**src/rtl/pc_fetch_unit.sv**
```systemverilog
// -----------------------------------------------------------------------------
// pc_fetch_unit
//   Program counter and next-address stage of the single-cycle datapath. PC
//   drives the instruction memory address. The Instruction word that memory
//   returns for PC, together with the branch resolution, selects the next PC.
//   The next PC is PC+4, the branch target or the jump target, in the priority
//   order jump > branch > sequential.
//   A small FSM (RUN / HALT / ERROR) handles two cases:
//   - A jump-to-self ends the program and the unit enters HALT.
//   - A fetch address beyond the instruction memory puts the unit in ERROR.
//   Only reset leaves HALT or ERROR.
//
// Optional feature macro: HALT_DETECT_EN
//   defined   : jump-to-self is detected and moves the FSM to HALT.
//   undefined : there is no HALT state and Halted is tied low. A jump-to-self
//               reloads the same PC on every non-stalled cycle and keeps
//               counting fetches.
//
// Parameters
//   RESET_PC     PC loaded on reset (word aligned)
//   IMEM_WORDS   instruction memory depth in words; legal PCs are 0..IMEM_WORDS*4-4
//
// Ports
//   clk           system clock, rising edge
//   reset         synchronous active-high reset, wins over every other input
//   Stall         hold PC, state and FetchCount this cycle
//   BranchTaken   branch condition of the current instruction resolved true
//   BranchOffset  sign-extended word offset of the current instruction
//   Instruction   word returned by instruction memory for PC
//   PC            current fetch address (instruction memory Address)
//   PCPlus4       PC + 4, combinational
//   Halted        high while in HALT (registered state decode)
//   AddrError     high while in ERROR (registered state decode)
//   FetchCount    count of retired fetches, wraps at 2^32
// -----------------------------------------------------------------------------
module pc_fetch_unit #(
  parameter logic [31:0] RESET_PC   = 32'h0000_0000,
  parameter int unsigned IMEM_WORDS = 1024
) (
  input  logic        clk,
  input  logic        reset,
  input  logic        Stall,
  input  logic        BranchTaken,
  input  logic [31:0] BranchOffset,
  input  logic [31:0] Instruction,
  output logic [31:0] PC,
  output logic [31:0] PCPlus4,
  output logic        Halted,
  output logic        AddrError,
  output logic [31:0] FetchCount
);

  typedef enum logic [1:0] {
    ST_RUN   = 2'b00,
    ST_HALT  = 2'b01,
    ST_ERROR = 2'b10
  } state_e;

  // Computed one bit wider so that IMEM_WORDS*4 == 2^32 stays representable.
  localparam logic [32:0] PC_LIMIT = 33'(IMEM_WORDS) << 2;

  state_e      state_q, state_d;
  logic [31:0] pc_q, pc_d;
  logic [31:0] cnt_q, cnt_d;

  logic [31:0] pc_plus4;
  logic [31:0] jump_target;
  logic [31:0] branch_target;
  logic [31:0] next_pc;
  logic        is_jump;
  logic        in_range;

  // Next-address datapath
  assign pc_plus4      = pc_q + 32'd4;
  assign is_jump       = (Instruction[31:26] == 6'h02) || (Instruction[31:26] == 6'h03);
  assign jump_target   = {pc_plus4[31:28], Instruction[25:0], 2'b00};
  assign branch_target = pc_plus4 + (BranchOffset << 2);
  assign next_pc       = is_jump     ? jump_target   :
                         BranchTaken ? branch_target : pc_plus4;
  assign in_range      = ({1'b0, next_pc} < PC_LIMIT);

  // State register
  // NOTE: sequential state uses non-blocking assignments so that every register
  // samples the values from before the edge, whatever order the statements run in.
  always_ff @(posedge clk) begin
    if (reset) begin
      state_q <= ST_RUN;
      pc_q    <= RESET_PC;
      cnt_q   <= '0;
    end else begin
      state_q <= state_d;
      pc_q    <= pc_d;
      cnt_q   <= cnt_d;
    end
  end

  // Next-state logic
  always_comb begin
    // NOTE: hold values are assigned first so that no path leaves a signal
    // unassigned, which would infer a latch.
    state_d = state_q;
    pc_d    = pc_q;
    cnt_d   = cnt_q;
    unique case (state_q)
      ST_RUN: begin
        if (!Stall) begin
          cnt_d = cnt_q + 32'd1;
          if (!in_range) begin
            state_d = ST_ERROR;      // PC keeps the offending instruction's address
          end
`ifdef HALT_DETECT_EN
          else if (next_pc == pc_q) begin
            state_d = ST_HALT;       // jump-to-self: end of program
          end
`endif
          else begin
            pc_d = next_pc;
          end
        end
      end
      ST_HALT, ST_ERROR: ;           // frozen until reset
      default: state_d = ST_ERROR;   // unused encoding
    endcase
  end

  // Output decode
  always_comb begin
    PC         = pc_q;
    PCPlus4    = pc_plus4;
    FetchCount = cnt_q;
`ifdef HALT_DETECT_EN
    Halted     = (state_q == ST_HALT);
`else
    Halted     = 1'b0;
`endif
    AddrError  = (state_q == ST_ERROR);
  end

endmodule

```
**config.mk**
```make
export PLATFORM = sky130hd
export DESIGN_NAME = pc_fetch_unit
export DESIGN_NICKNAME = d
export VERILOG_FILES = /design/src/rtl/pc_fetch_unit.sv
export SDC_FILE = /design/constraint.sdc
export NUM_CORES = 1
export LEC_CHECK = 0
export BUFFER_PORTS_ARGS = -buffer_cell sky130_fd_sc_hd__buf_2
export CORE_MARGIN = 8
export CORE_UTILIZATION = 44
export DETAILED_ROUTE_END_ITERATION = 8
export GPL_TIMING_DRIVEN = 0
export PLACE_DENSITY = 0.72
export SETUP_SLACK_MARGIN = 0.15
export SLEW_MARGIN = 30
export SYNTH_ARGS = -nofsm -noshare
export SYNTH_HDL_FRONTEND = slang
export SYNTH_SLANG_ARGS = --single-unit
```
**constraint.sdc**
```tcl
create_clock -name clk -period 9 [get_ports clk]
set_input_delay 1.35 -clock clk [delete_from_list [all_inputs] [get_ports clk]]
set_output_delay 1.35 -clock clk [all_outputs]
set_load 0.01 [all_outputs]
```
=== Word-level counts from Yosys, hierarchy flattened ===
Index checks and enable logic that the tools add are counted.

* $lt $le $gt $ge: 1
* Eq/ne operators: 6
* Reduce and logical (&&, ||, !) cells: 6
* Add/subtract/negate cells: 3
* Bitwise operators: 2
* Muxes and demuxes: 5

{| class="wikitable"
|+ Operators by type and width
! cell !! count
|-
| 32-bit two-way mux || 2
|-
| 32-bit by 1-bit adder with 32-bit output, second input constant || 1
|-
| 32-bit by 3-bit adder with 32-bit output, second input constant || 1
|-
| 32-bit adder || 1
|-
| 32-bit by 13-bit < comparator with 1-bit output, second input constant || 1
|-
| 6-bit by 2-bit equality test with 1-bit output, second input constant || 2
|-
| 3-bit AND reduction || 2
|-
| 2-bit two-way mux || 2
|-
| 2-bit != test, second input constant || 2
|-
| 2-bit case mux with 2 select lines || 1
|-
| 2-bit by 1-bit equality test with 1-bit output, second input constant || 1
|-
| 2-bit equality test, second input constant || 1
|-
| 2-bit zero test || 1
|-
| 1-bit inverter || 2
|-
| 2-bit AND reduction || 1
|-
| 2-bit OR reduction || 1
|-
| 1-bit logical OR || 1
|}

* Logic and storage cells: 26
* Bits in registers: 66
* Bits of input ports: 68
* Output and inout port bits: 98

=== Depth between registers and ports, before layout ===
Gate-level depths: netlist of run 1.

* Depth in word-level cells: 8
* Depth in mapped cells: 21
* Mapped depth without buffers: 18

=== Least setup slack after synthesis of run 1 ===
OpenSTA, ideal clock, no wires.

* Path kind: reg-to-reg
* Start: reg pc_q[8], in the netlist PC[8]
* End: reg pc_q[2], in the netlist PC[2]
* Setup slack: 4231 ps
* Buffers on the path: 3
* Cell stages (with the launch flop): 21
* Data arrival time: 4640 ps
* Data required time: 8871 ps
* Cell sequence: dfxtp_1 -> nand4_2 -> or4_4 -> nor3b_1 -> nand3_1 -> xnor2_1 -> ha_1 -> clkbuf_1 -> o21a_1 -> o21a_1 -> o221ai_1 -> mux2_2 -> nor4_1 -> and2_1 -> o2111ai_1 -> o31ai_1 -> nand4_1 -> buf_4 -> buf_6 -> mux2i_1 -> nor4_2

* Cells in the longest elaborated chain, start to end: 6

{| class="wikitable"
|+ RTL lines
! item !! RTL line !! source
|-
| start: declaration || 63 || <nowiki>logic [31:0] pc_q, pc_d;</nowiki>
|-
| start signal: assignment || 92 || <nowiki>pc_q <= pc_d;</nowiki>
|-
| 32-bit by 3-bit adder with 32-bit output (*) || 74 || <nowiki>assign pc_plus4 = pc_q + 32'd4;</nowiki>
|-
| net PCPlus4[28] || 47 || <nowiki>output logic [31:0] PCPlus4,</nowiki>
|-
| 32-bit adder || 77 || <nowiki>assign branch_target = pc_plus4 + (BranchOffset << 2);</nowiki>
|-
| 32-bit two-way mux || 79 || <nowiki>BranchTaken ? branch_target : pc_plus4;</nowiki>
|-
| 32-bit two-way mux (*) || 78 || <nowiki>assign next_pc = is_jump ? jump_target :</nowiki>
|-
| 32-bit by 13-bit < comparator with 1-bit output (*) || 80 || <nowiki>assign in_range = ({1'b0, next_pc} < PC_LIMIT);</nowiki>
|-
| 3-bit AND reduction (no line) (*) || n/a ||
|}

The timed path passes the listed nets; every way through them passes the cells marked *.
A chain may end at the register's enable or synchronous reset.

=== Worst setup path in the final report of run 1 ===
* Start: reg pc_q[5], in the netlist PC[5]
* End: reg pc_q[2], in the netlist PC[2]

* Cells in the longest elaborated chain, start to end: 6

{| class="wikitable"
|+ RTL lines
! item !! RTL line
|-
| 32-bit by 3-bit adder with 32-bit output (*) || 74
|-
| 32-bit adder || 77
|-
| 32-bit two-way mux || 79
|-
| 32-bit two-way mux (*) || 78
|-
| 32-bit by 13-bit < comparator with 1-bit output (*) || 80
|-
| 3-bit AND reduction (no line) (*) || n/a
|}

Mark *: on every way between the ends. The rest lies on a longest branch, timed or not.

==> results of run 1 <==
## power by group through the flow
stage	sequential (mW)	clock (mW)	combinational [mW]
final	0.282	0.359	0.0801
after global routing	0.282	0.380	0.0885
after CTS	0.282	0.368	0.0790
after detailed placement	0.288	0	0.0783
after global placement	0.288	0	0.0786
after floorplan	0.288	0	0.0490
## placed cells by master, fill, tap and decap left out, types with 5 or more instances in the layout
cell type,count
buf_2,156
nand2_1,71
dfxtp_1,63
nor2_1,60
a21oi_1,54
xor2_1,43
xnor2_1,33
o21ai_0,32
ha_1,32
nand3_1,31
clkbuf_1,28
and2_1,25
nor3_1,20
nand4_1,18
and3_1,13
o21a_1,13
inv_1,12
nor4_1,10
a211o_1,10
or3_1,9
clkbuf_16,9
and4_1,8
a21o_1,8
buf_4,6
or2_2,5
nor2b_1,5
a311oi_1,5
o211ai_1,5
o22ai_1,5
conb_1,5
## kinds of logic after synthesis
kind of cell / count (synthesis) / share of synthesized area [%]
XOR/XNOR: 76 / 12.8
other: 1 / 0.0724
adder cells (fa/ha/maj): 33 / 8.11
multiplexers: 4 / 0.797
AND/OR/NAND/NOR: 288 / 28.6
buffers and inverters: 48 / 4.08
flip-flops: 63 / 24.3
AO/OA/AOI/OAI: 169 / 21.2
## worst max-delay path, stage by stage, from the launching register on
cell       delay, ns
dfxtp_1         0.45
nand4_1         0.26
nor4_4          0.51
nand2_1         0.15
or3_1           0.42
xnor2_1         0.38
ha_1            0.31
clkbuf_1        0.21
nor3_1          0.22
a311oi_1        0.09
o221ai_1        0.32
mux2_2          0.38
nor4_1          0.56
and2_1          0.21
o2111ai_1       0.09
o31ai_1         0.13
nand4_1         0.22
buf_4           0.24
buf_6           0.14
mux2i_1         0.20
nor4_2          0.05
## how the worst max path moves through the flow
stage	start	endpoint	slack (ns)	cells past startpoint
floorplan	PC[8]$_SDFFE_PP0P_	PC[2]$_SDFFE_PP0P_	4.23	20
global route	PC[4]$_SDFFE_PP0P_	PC[2]$_SDFFE_PP0P_	2.93	20
CTS	PC[4]$_SDFFE_PP0P_	PC[2]$_SDFFE_PP0P_	3.39	20
finish	PC[5]$_SDFFE_PP0P_	PC[2]$_SDFFE_PP0P_	3.31	20
global placement	PC[5]$_SDFFE_PP0P_	PC[2]$_SDFFE_PP0P_	3.40	20
detailed placement	PC[4]$_SDFFE_PP0P_	PC[2]$_SDFFE_PP0P_	3.41	20
## per-layer routing
metal | vias up | global-route usage, % | share of wire [%]
met5 | - | 0 | 0
met4 | 0 | 6.59 | 1.6
met3 | 19 | 5.87 | 8.0
met2 | 174 | 32.6 | 46
met1 | 2581 | 25.4 | 45
li1 | 2806 | - | -
## stage by stage
stage               power, mW  hold slack (ns)  instance area [um^2]  std cells  worst slack, ns
finish                  0.721            0.482                  6460        999             3.31
global route            0.751            0.507                  6460        999             2.93
CTS                     0.729            0.485                  6460        999             3.39
detailed placement      0.366            0.476                  6150        984             3.41
global placement        0.366            0.469                  6150        984             3.40
floorplan               0.337            0.502                  5200        686             4.23
## layout make-up
class,instances,area [um^2],share of cell area (%)
plain buffers,36,166,2.57
clock buffers,11,243,3.76
clock inverters,4,70.1,1.08
inverters,12,45.0,0.697
multi-input cells,575,3720,57.6
flip-flops and latches,63,1260,19.5
well taps,143,179,2.77
repair buffers,155,776,12.0
## flip-flops by register name, indices dropped and copies added (netlist names)
register	flops
PC	30
FetchCount	32
state_q	1
==> flow_summary.yaml, run 1 <==
clocking:
  clkTransAtPathRegs_ns: 0.05
  cts_resized: 0
  insertion_delay_ns: 0.32
  htreeDepth: 3
  post_cts_buffers: 0
  clock_sinks: 63
  cts-root-buf: "clkbuf_16"
  cts_tree: "done"
  cts.path.max_buffers: 2
  cts_hold_buffers: 0
  cts_made_buffers: 9
die:
  start_util_pct: 45.2
  ioPinCount: 166
  die_h_um: 125
  dieArea_um2: 15500
  row_count: 39
  die_w_um: 125
  core_region_area_um2: 11500
pwr:
  p_sw_mw: 0.161
  seqPwrFrac_pct: 39.1
  swShare_pct: 22.3
  pwr-share-comb_pct: 11.1
  power_density_nw_per_um2: 112
  ir_drop_v: 0.0000896
  p_leak_nw: 2.98
  power.internal_mw: 0.561
  pwr-share-clk_pct: 49.8
logic_synthesis:
  yosys-top-cells-count: "nand2_1 (71), dfxtp_1 (63), nor2_1 (60), a21oi_1 (54), xor2_1 (43)"
  ys.warnings.count: 0
  ys_seq_area_share_pct: 24.3
  synth_cells: 682
  ys_types: 62
  synth.avg_cell_area_um2: 7.60
  synth_top_area_share_pct: 24.3
  synth_area_leaders: "dfxtp_1 (24%), ha_1 (7.7%), xor2_1 (7.3%), xnor2_1 (5.6%), a21oi_1 (5.2%)"
  yosysMostFrequentCell: "nand2_1"
  netlist_area_um2: 5180
  async_reset_ff_share_pct: 0
  ys.flop_type: "dfxtp_1"
  synth-seq-cells: 63
  synth_edf_count: 0
  netlist.top_cell.by_area: "dfxtp_1"
timing:
  final_hold_viol_count: 0
  rsz0062_at_grt: "no"
  fin_crit_sh_pct: 63.2
  setup_tns_ns: 0
  worst_pin_slew_ns: 0.656
  fin_skew_ns: 0.00368
  relSlewSlack_pct: 55.9
  fmax_mhz: 176
  drv_slew: 0
  setup_viol: 0
  layout_min_cycle_time_ns: 5.69
placement:
  dpl.hpwl_mm: 13.7
  port_buffers: 155
  place_congestion: 0.942
finish:
  drive_gt1_share_pct: 22.1
  antennaDiodeCount: 0
  utilization_pct: 56.4
  num-nets-final: 953
  syn_to_final_growth_pct: 24.8
  fillCellCount: 1112
detailed_routing:
  ant_nets: 0
  drtIter0Drc: 416
  route.detailed.drc: 0
  wl_per_cell_um: 16.6
  routed_wl_mm: 16.6
  vias: 5580
  viasPerCell: 5.59
  drtPass1Iterations: 5
global_routing:
  grt_max_degree: 11
  grt_usage_pct: 20.3
  grt_antenna_before_repair: 0
  grt-ovfl-total: 0
  grt_pass1_wl_mm: 26.4
  grt_pass1_vias: 5118
outcome:
  status: "finished, final reports clean"
setup_path:
  timing.setup.critical_path_class: "flop to flop"
  r2r_setup_slack_ns: 3.31
  worstPathRequired_ns: 9.19
  cp-end-kind: "flop"
  cp.arrival_ns: 5.88
  critPathMaxFanout: 10
  reg2regPathDepth: 20
  r2r_end: "PC[2]$_SDFFE_PP0P_"
  r2r-start: "PC[5]$_SDFFE_PP0P_"
  critPathLaunchType: "flop"
job:
  cap_violations: 0
min_path:
  hp-class: "flop to flop"
  hold_end: "FetchCount[31]$_SDFFE_PP0P_"
  hold_path_startpoint: "FetchCount[31]$_SDFFE_PP0P_"
  hold_depth: 2
Note: power is estimated with default switching activity, not from simulation.
==> run 2, diff against run 1 <==
==> constraint.sdc (replaced) <==
create_clock -name clk -period 5.4 [get_ports clk]
set_input_delay 0.81 -clock clk [delete_from_list [all_inputs] [get_ports clk]]
set_output_delay 0.81 -clock clk [all_outputs]
set_load 0.01 [all_outputs]
==> flow_summary.yaml, run 2 (synthesized netlist as in run 1, its figures left out) <==
clocking:
  htreeDepth: 3
  insertion_delay_ns: 0.32
  cts.path.max_buffers: 2
  clock_sinks: 63
  cts_hold_buffers: 0
  clkTransAtPathRegs_ns: 0.05
  cts-root-buf: "clkbuf_16"
  cts_made_buffers: 9
  cts_tree: "done"
global_routing:
  grt-ovfl-total: 0
  grt_pass1_vias: 5126
  grt_max_degree: 11
  grt_usage_pct: 20.4
  grt_antenna_before_repair: 0
  grt_pass1_wl_mm: 26.5
die:
  ioPinCount: 166
  row_count: 39
  die_w_um: 125
  dieArea_um2: 15500
  die_h_um: 125
  core_region_area_um2: 11500
  start_util_pct: 45.2
detailed_routing:
  wl_per_cell_um: 16.8
  routed_wl_mm: 16.9
  ant_nets: 0
  drtIter0Drc: 439
  vias: 5597
  route.detailed.drc: 0
  viasPerCell: 5.57
  drtPass1Iterations: 5
setup_path:
  r2r_end: "PC[2]$_SDFFE_PP0P_"
  crit_chain: "nand4_1 > nor4_4 > buf_4 > and4_1 > xor2_2 > ha_1 > clkbuf_1 > a21oi_1 > nor2b_1 > o21ai_0 > and4_1 > a2111oi_1 > o211ai_1 > a311oi_1 > nor4b_4 > nand4_1 > buf_4 > buf_6 > mux2i_1 > nor4_2"
  critPathMaxFanout: 10
  cp-end-kind: "flop"
  cp_slowest_cell: "dfxtp_1"
  timing.setup.critical_path_class: "flop to flop"
  worstPathRequired_ns: 5.59
  cp.arrival_ns: 5.20
  cp.buffers_inverters: 4
  max_stage_delay_ns: 0.40
  r2r_setup_slack_ns: 0.39
  critPathLaunchType: "flop"
  r2r-start: "PC[7]$_SDFFE_PP0P_"
  crit_family: "simple AND/OR/NAND/NOR gates"
  reg2regPathDepth: 20
timing:
  relSlewSlack_pct: 58.8
  worst_pin_slew_ns: 0.613
  fin_crit_sh_pct: 92.8
  fmax_mhz: 200
  setup_tns_ns: 0
  drv_slew: 0
  rsz0062_at_grt: "no"
  layout_min_cycle_time_ns: 5.01
  fin_skew_ns: 0.00346
  final_hold_viol_count: 0
  setup_viol: 0
finish:
  utilization_pct: 58.4
  largest_register_ffs: 32
  final_common_cell: "buf_2"
  syn_to_final_growth_pct: 29.2
  num-nets-final: 958
  fillCellCount: 1083
  multi_input_area_um2: 3900
  final_area_um2: 6690
  drive_gt1_share_pct: 27.3
  ff_latch_area_um2: 1270
  final_cell_mix: "buf_2 (156), nand2_1 (71), nor2_1 (59)"
  antennaDiodeCount: 0
  finalNonFillerCells: 1004
pwr:
  total_power_mw: 1.21
  ir_drop_v: 0.000150
  p_leak_nw: 3.10
  power_density_nw_per_um2: 180
min_path:
  hp-class: "flop to flop"
  hold_depth: 2
  hold_end: "FetchCount[31]$_SDFFE_PP0P_"
  hold_path_startpoint: "FetchCount[31]$_SDFFE_PP0P_"
placement:
  port_buffers: 155
  place_congestion: 0.942
  dpl.hpwl_mm: 13.7
  dp_cells: 984
  place_area_um2: 6150
job:
  cap_violations: 0
outcome:
  status: "finished, final reports clean"
[run 2: cell types whose count changed in the layout (fill, tap and decap cells not counted), sizes merged]
cell / change
buf: +5
[run 2: cell type report]
cell class | instances | share of cell area, %
multi-input combinational | 575 | 58.2
sequential | 63 | 19.0
timing repair buffer | 160 | 12.2
clock buffer | 11 | 3.63
tap | 143 | 2.67
buffer | 36 | 2.62
clock inverter | 4 | 1.05
inverter | 12 | 0.673
[run 2: stage by stage]
step           worst slack [ns]  hold WS (ns)
6_report                  0.391         0.482
5_1_grt                  0.0964         0.507
4_1_cts                   0.161         0.485
3_5_place_dp             -0.190         0.476
3_3_place_gp             -0.201         0.469
2_1_floorplan             0.631         0.502
[run 2: layer usage]
metal / GRT usage (%) / up-vias / wire (um)
li1: - / 2812 / -
met1: 25.5 / 2565 / 7370
met2: 32.8 / 195 / 7730
met3: 6.04 / 25 / 1470
met4: 6.45 / 0 / 308
met5: 0 / - / 0
[run 2: what timing repair did]
| action | CTS | global route |
|---|---|---|
| buffers inserted | 1 | 4 |
| pin swaps | 1 | 9 |
| setup endpoints to repair | 30 | 31 |
| hold endpoints to repair | 0 | 0 |
| gates resized for setup | 8 | 45 |
[run 2: power by group]
group	internal (mW)	switching (mW)
sequential	0.468	0.00231
clock	0.412	0.188
combinational	0.0571	0.0809
total	0.936	0.271
[run 2: worst max path at each step]
stage / startpoint / depth (start not counted) / slack (ns) / to
after floorplan: PC[8]$_SDFFE_PP0P_ / 20 / 0.63 / PC[2]$_SDFFE_PP0P_
after global placement: PC[5]$_SDFFE_PP0P_ / 20 / -0.20 / PC[2]$_SDFFE_PP0P_
after detailed placement: PC[4]$_SDFFE_PP0P_ / 20 / -0.19 / PC[2]$_SDFFE_PP0P_
after CTS: PC[2]$_SDFFE_PP0P_ / 21 / 0.16 / PC[2]$_SDFFE_PP0P_
after global routing: PC[4]$_SDFFE_PP0P_ / 20 / 0.1 / PC[2]$_SDFFE_PP0P_
final: PC[7]$_SDFFE_PP0P_ / 20 / 0.39 / PC[2]$_SDFFE_PP0P_
[run 2: worst reg2reg max path: stages, from the launching register on]
cell       delay [ns]
dfxtp_1          0.40
nand4_1          0.25
nor4_4           0.36
buf_4            0.21
and4_1           0.28
xor2_2           0.13
ha_1             0.29
clkbuf_1         0.30
a21oi_1          0.13
nor2b_1          0.15
o21ai_0          0.17
and4_1           0.29
a2111oi_1        0.39
o211ai_1         0.15
a311oi_1         0.27
nor4b_4          0.30
nand4_1          0.18
buf_4            0.24
buf_6            0.14
mux2i_1          0.20
nor4_2           0.05
==> run 3, diff against run 2 <==
--- a/config.mk
+++ b/config.mk
@@ -5,7 +5,7 @@
 export SDC_FILE = /design/constraint.sdc
 export NUM_CORES = 1
 export LEC_CHECK = 0
-export BUFFER_PORTS_ARGS = -buffer_cell sky130_fd_sc_hd__buf_2
+export BUFFER_PORTS_ARGS = -buffer_cell sky130_fd_sc_hd__buf_4
 export CORE_MARGIN = 8
 export CORE_UTILIZATION = 44
 export DETAILED_ROUTE_END_ITERATION = 8
==> constraint.sdc (replaced) <==
create_clock -name clk -period 4.72 [get_ports clk]
set_input_delay 0.708 -clock clk [delete_from_list [all_inputs] [get_ports clk]]
set_output_delay 0.708 -clock clk [all_outputs]
set_load 0.01 [all_outputs]
==> flow_summary.yaml, run 3 (synthesized netlist as in run 1, its figures left out) <==
finish:
  syn_to_final_growth_pct: 64.8
  utilization_pct: 74.5
  final_area_um2: 8540
  antennaDiodeCount: 0
  num-nets-final: 1026
  final_cell_mix: "buf_4 (230), nand2_1 (64), nor2_1 (57)"
  largest_register_ffs: 32
  final_common_cell: "buf_4"
  drive_gt1_share_pct: 44.7
outcome:
  status: "complete, but fails checks"
  violations: "negative setup slack"
pwr:
  pwr-share-comb_pct: 15.2
  seqPwrFrac_pct: 36.3
  total_power_mw: 1.46
  p_leak_nw: 3.80
  power_density_nw_per_um2: 171
  swShare_pct: 23.0
  power.internal_mw: 1.12
  ir_drop_v: 0.000278
  pwr-share-clk_pct: 48.6
  p_sw_mw: 0.335
setup_path:
  crit_family: "simple AND/OR/NAND/NOR gates"
  worstPathRequired_ns: 4.93
  cp-end-kind: "flop"
  cp.buffers_inverters: 4
  critPathLaunchType: "flop"
  reg2regPathDepth: 21
  max_stage_delay_ns: 0.37
  critPathMaxFanout: 8
  timing.setup.critical_path_class: "flop to flop"
  crit_chain: "nand4_1 > buf_4 > nor4_4 > nand2_2 > or3_4 > xnor2_4 > ha_4 > clkbuf_16 > nor3_2 > a311oi_4 > o221ai_4 > mux2_4 > nor4_4 > and2_1 > o2111ai_2 > o31ai_4 > nand4_1 > buf_4 > nor2b_4 > buf_8 > and2_1"
  cp.arrival_ns: 5.03
  worst-path-stages: 21
  cp_slowest_cell: "or3_4"
timing:
  relSlewSlack_pct: 57.7
  drv_slew: 0
  setup_viol: 26
  layout_min_cycle_time_ns: 4.82
  worst_pin_slew_ns: 0.635
  fin_skew_ns: 0.00513
  setup_tns_ns: -2.06
  fmax_mhz: 207
  rsz0062_at_grt: "yes"
  fin_crit_sh_pct: 102
  final_hold_viol_count: 0
  fin_ws_ns: -0.103
global_routing:
  grt-ovfl-total: 0
  grt_antenna_before_repair: 0
  grt_pass1_wl_mm: 31.6
  grt_usage_pct: 24.5
  grt_max_degree: 11
  grt_pass1_vias: 6010
placement:
  dpl.hpwl_mm: 15.3
  port_buffers: 155
  place_area_um2: 6580
  place_congestion: 0.938
  pre_cts_slack_ns: -0.750
clocking:
  htreeDepth: 3
  clkTransAtPathRegs_ns: 0.05
  cts_made_buffers: 9
  insertion_delay_ns: 0.32
  cts.path.max_buffers: 2
  cts-root-buf: "clkbuf_16"
  cts_hold_buffers: 0
  cts_tree: "done"
  clock_sinks: 63
detailed_routing:
  vias: 6290
  routed_wl_mm: 21.4
  drtIter0Drc: 613
  route.detailed.drc: 0
  viasPerCell: 5.86
  drtPass1Iterations: 5
  wl_per_cell_um: 19.9
  ant_nets: 0
die:
  die_h_um: 125
  dieArea_um2: 15500
  ioPinCount: 166
  die_w_um: 125
  core_region_area_um2: 11500
  start_util_pct: 45.2
  row_count: 39
min_path:
  hp-class: "flop to flop"
  hold_depth: 2
job:
  cap_violations: 0
==> run 3: cell types whose count changed in the layout (fill, tap and decap cells not counted), moves of 8 or more <==
cell     before  now
ha_1         31   23
a21oi_1      49   36
buf_2       156    1
a21oi_2       5   14
buf_4        11  230
dfxtp_4       0   16
dfxtp_1      55   42
and2_1       25    6
and2_4        0   19
==> run 3: timing repair <==
action,CTS,global route
pin swaps,56,35
gates resized for setup,181,59
cloned,2,2
endpoints found under the setup margin,31,30
buffers inserted,47,22
==> run 3: power by group through the flow <==
stage / Combinational (mW) / Clock, mW / Sequential (mW)
after floorplan: 0.0934 / 0 / 0.549
after global placement: 0.167 / 0 / 0.548
after CTS: 0.202 / 0.713 / 0.529
after global routing: 0.237 / 0.742 / 0.528
after detailed placement: 0.169 / 0 / 0.548
final: 0.221 / 0.708 / 0.529
==> run 3: final cells by class <==
class	instances	area [um^2]
tap	143	179
buffer	36	273
inverter	12	47.5
fill	827	2930
clock buffer	13	260
timing repair buffer	228	1760
multi-input combinational	575	4630
sequential	63	1330
clock inverter	3	65.1
==> run 3: worst register-to-register path, cell delays in order (launching register included) <==
cell and delay, ns:
dfxtp_4 0.35, nand4_1 0.16, buf_4 0.19, nor4_4 0.29, nand2_2 0.12, or3_4 0.37, xnor2_4 0.16, ha_4 0.29
clkbuf_16 0.14, nor3_2 0.05, a311oi_4 0.32, o221ai_4 0.17, mux2_4 0.34, nor4_4 0.29, and2_1 0.20, o2111ai_2 0.16
o31ai_4 0.12, nand4_1 0.25, buf_4 0.24, nor2b_4 0.15, buf_8 0.17, and2_1 0.16
==> run 3: through the flow <==
| step | instances | hold slack, ns |
|---|---|---|
| after global routing | 1073 | 0.522 |
| after detailed placement | 984 | 0.494 |
| after floorplan | 686 | 0.492 |
| final | 1073 | 0.501 |
| after CTS | 1049 | 0.490 |
| after global placement | 984 | 0.471 |
==> run 3: metal layers <==
metal	vias to the layer above	wire length (um)	track usage, %
li1	2962	-	-
met3	26	1530	5.62
met2	259	10500	41.8
met4	0	337	6.59
met5	-	0	0
met1	3043	9030	30.2
==> run 3: final timing paths <==
check	from	end	slack, ns
min	FetchCount[27]$_SDFFE_PP0P_	FetchCount[27]$_SDFFE_PP0P_	0.50
max reg2reg	PC[7]$_SDFFE_PP0P_	PC[27]$_SDFFE_PP0P_	-0.10
max	PC[7]$_SDFFE_PP0P_	PC[27]$_SDFFE_PP0P_	-0.10
min reg2reg	FetchCount[27]$_SDFFE_PP0P_	FetchCount[27]$_SDFFE_PP0P_	0.50
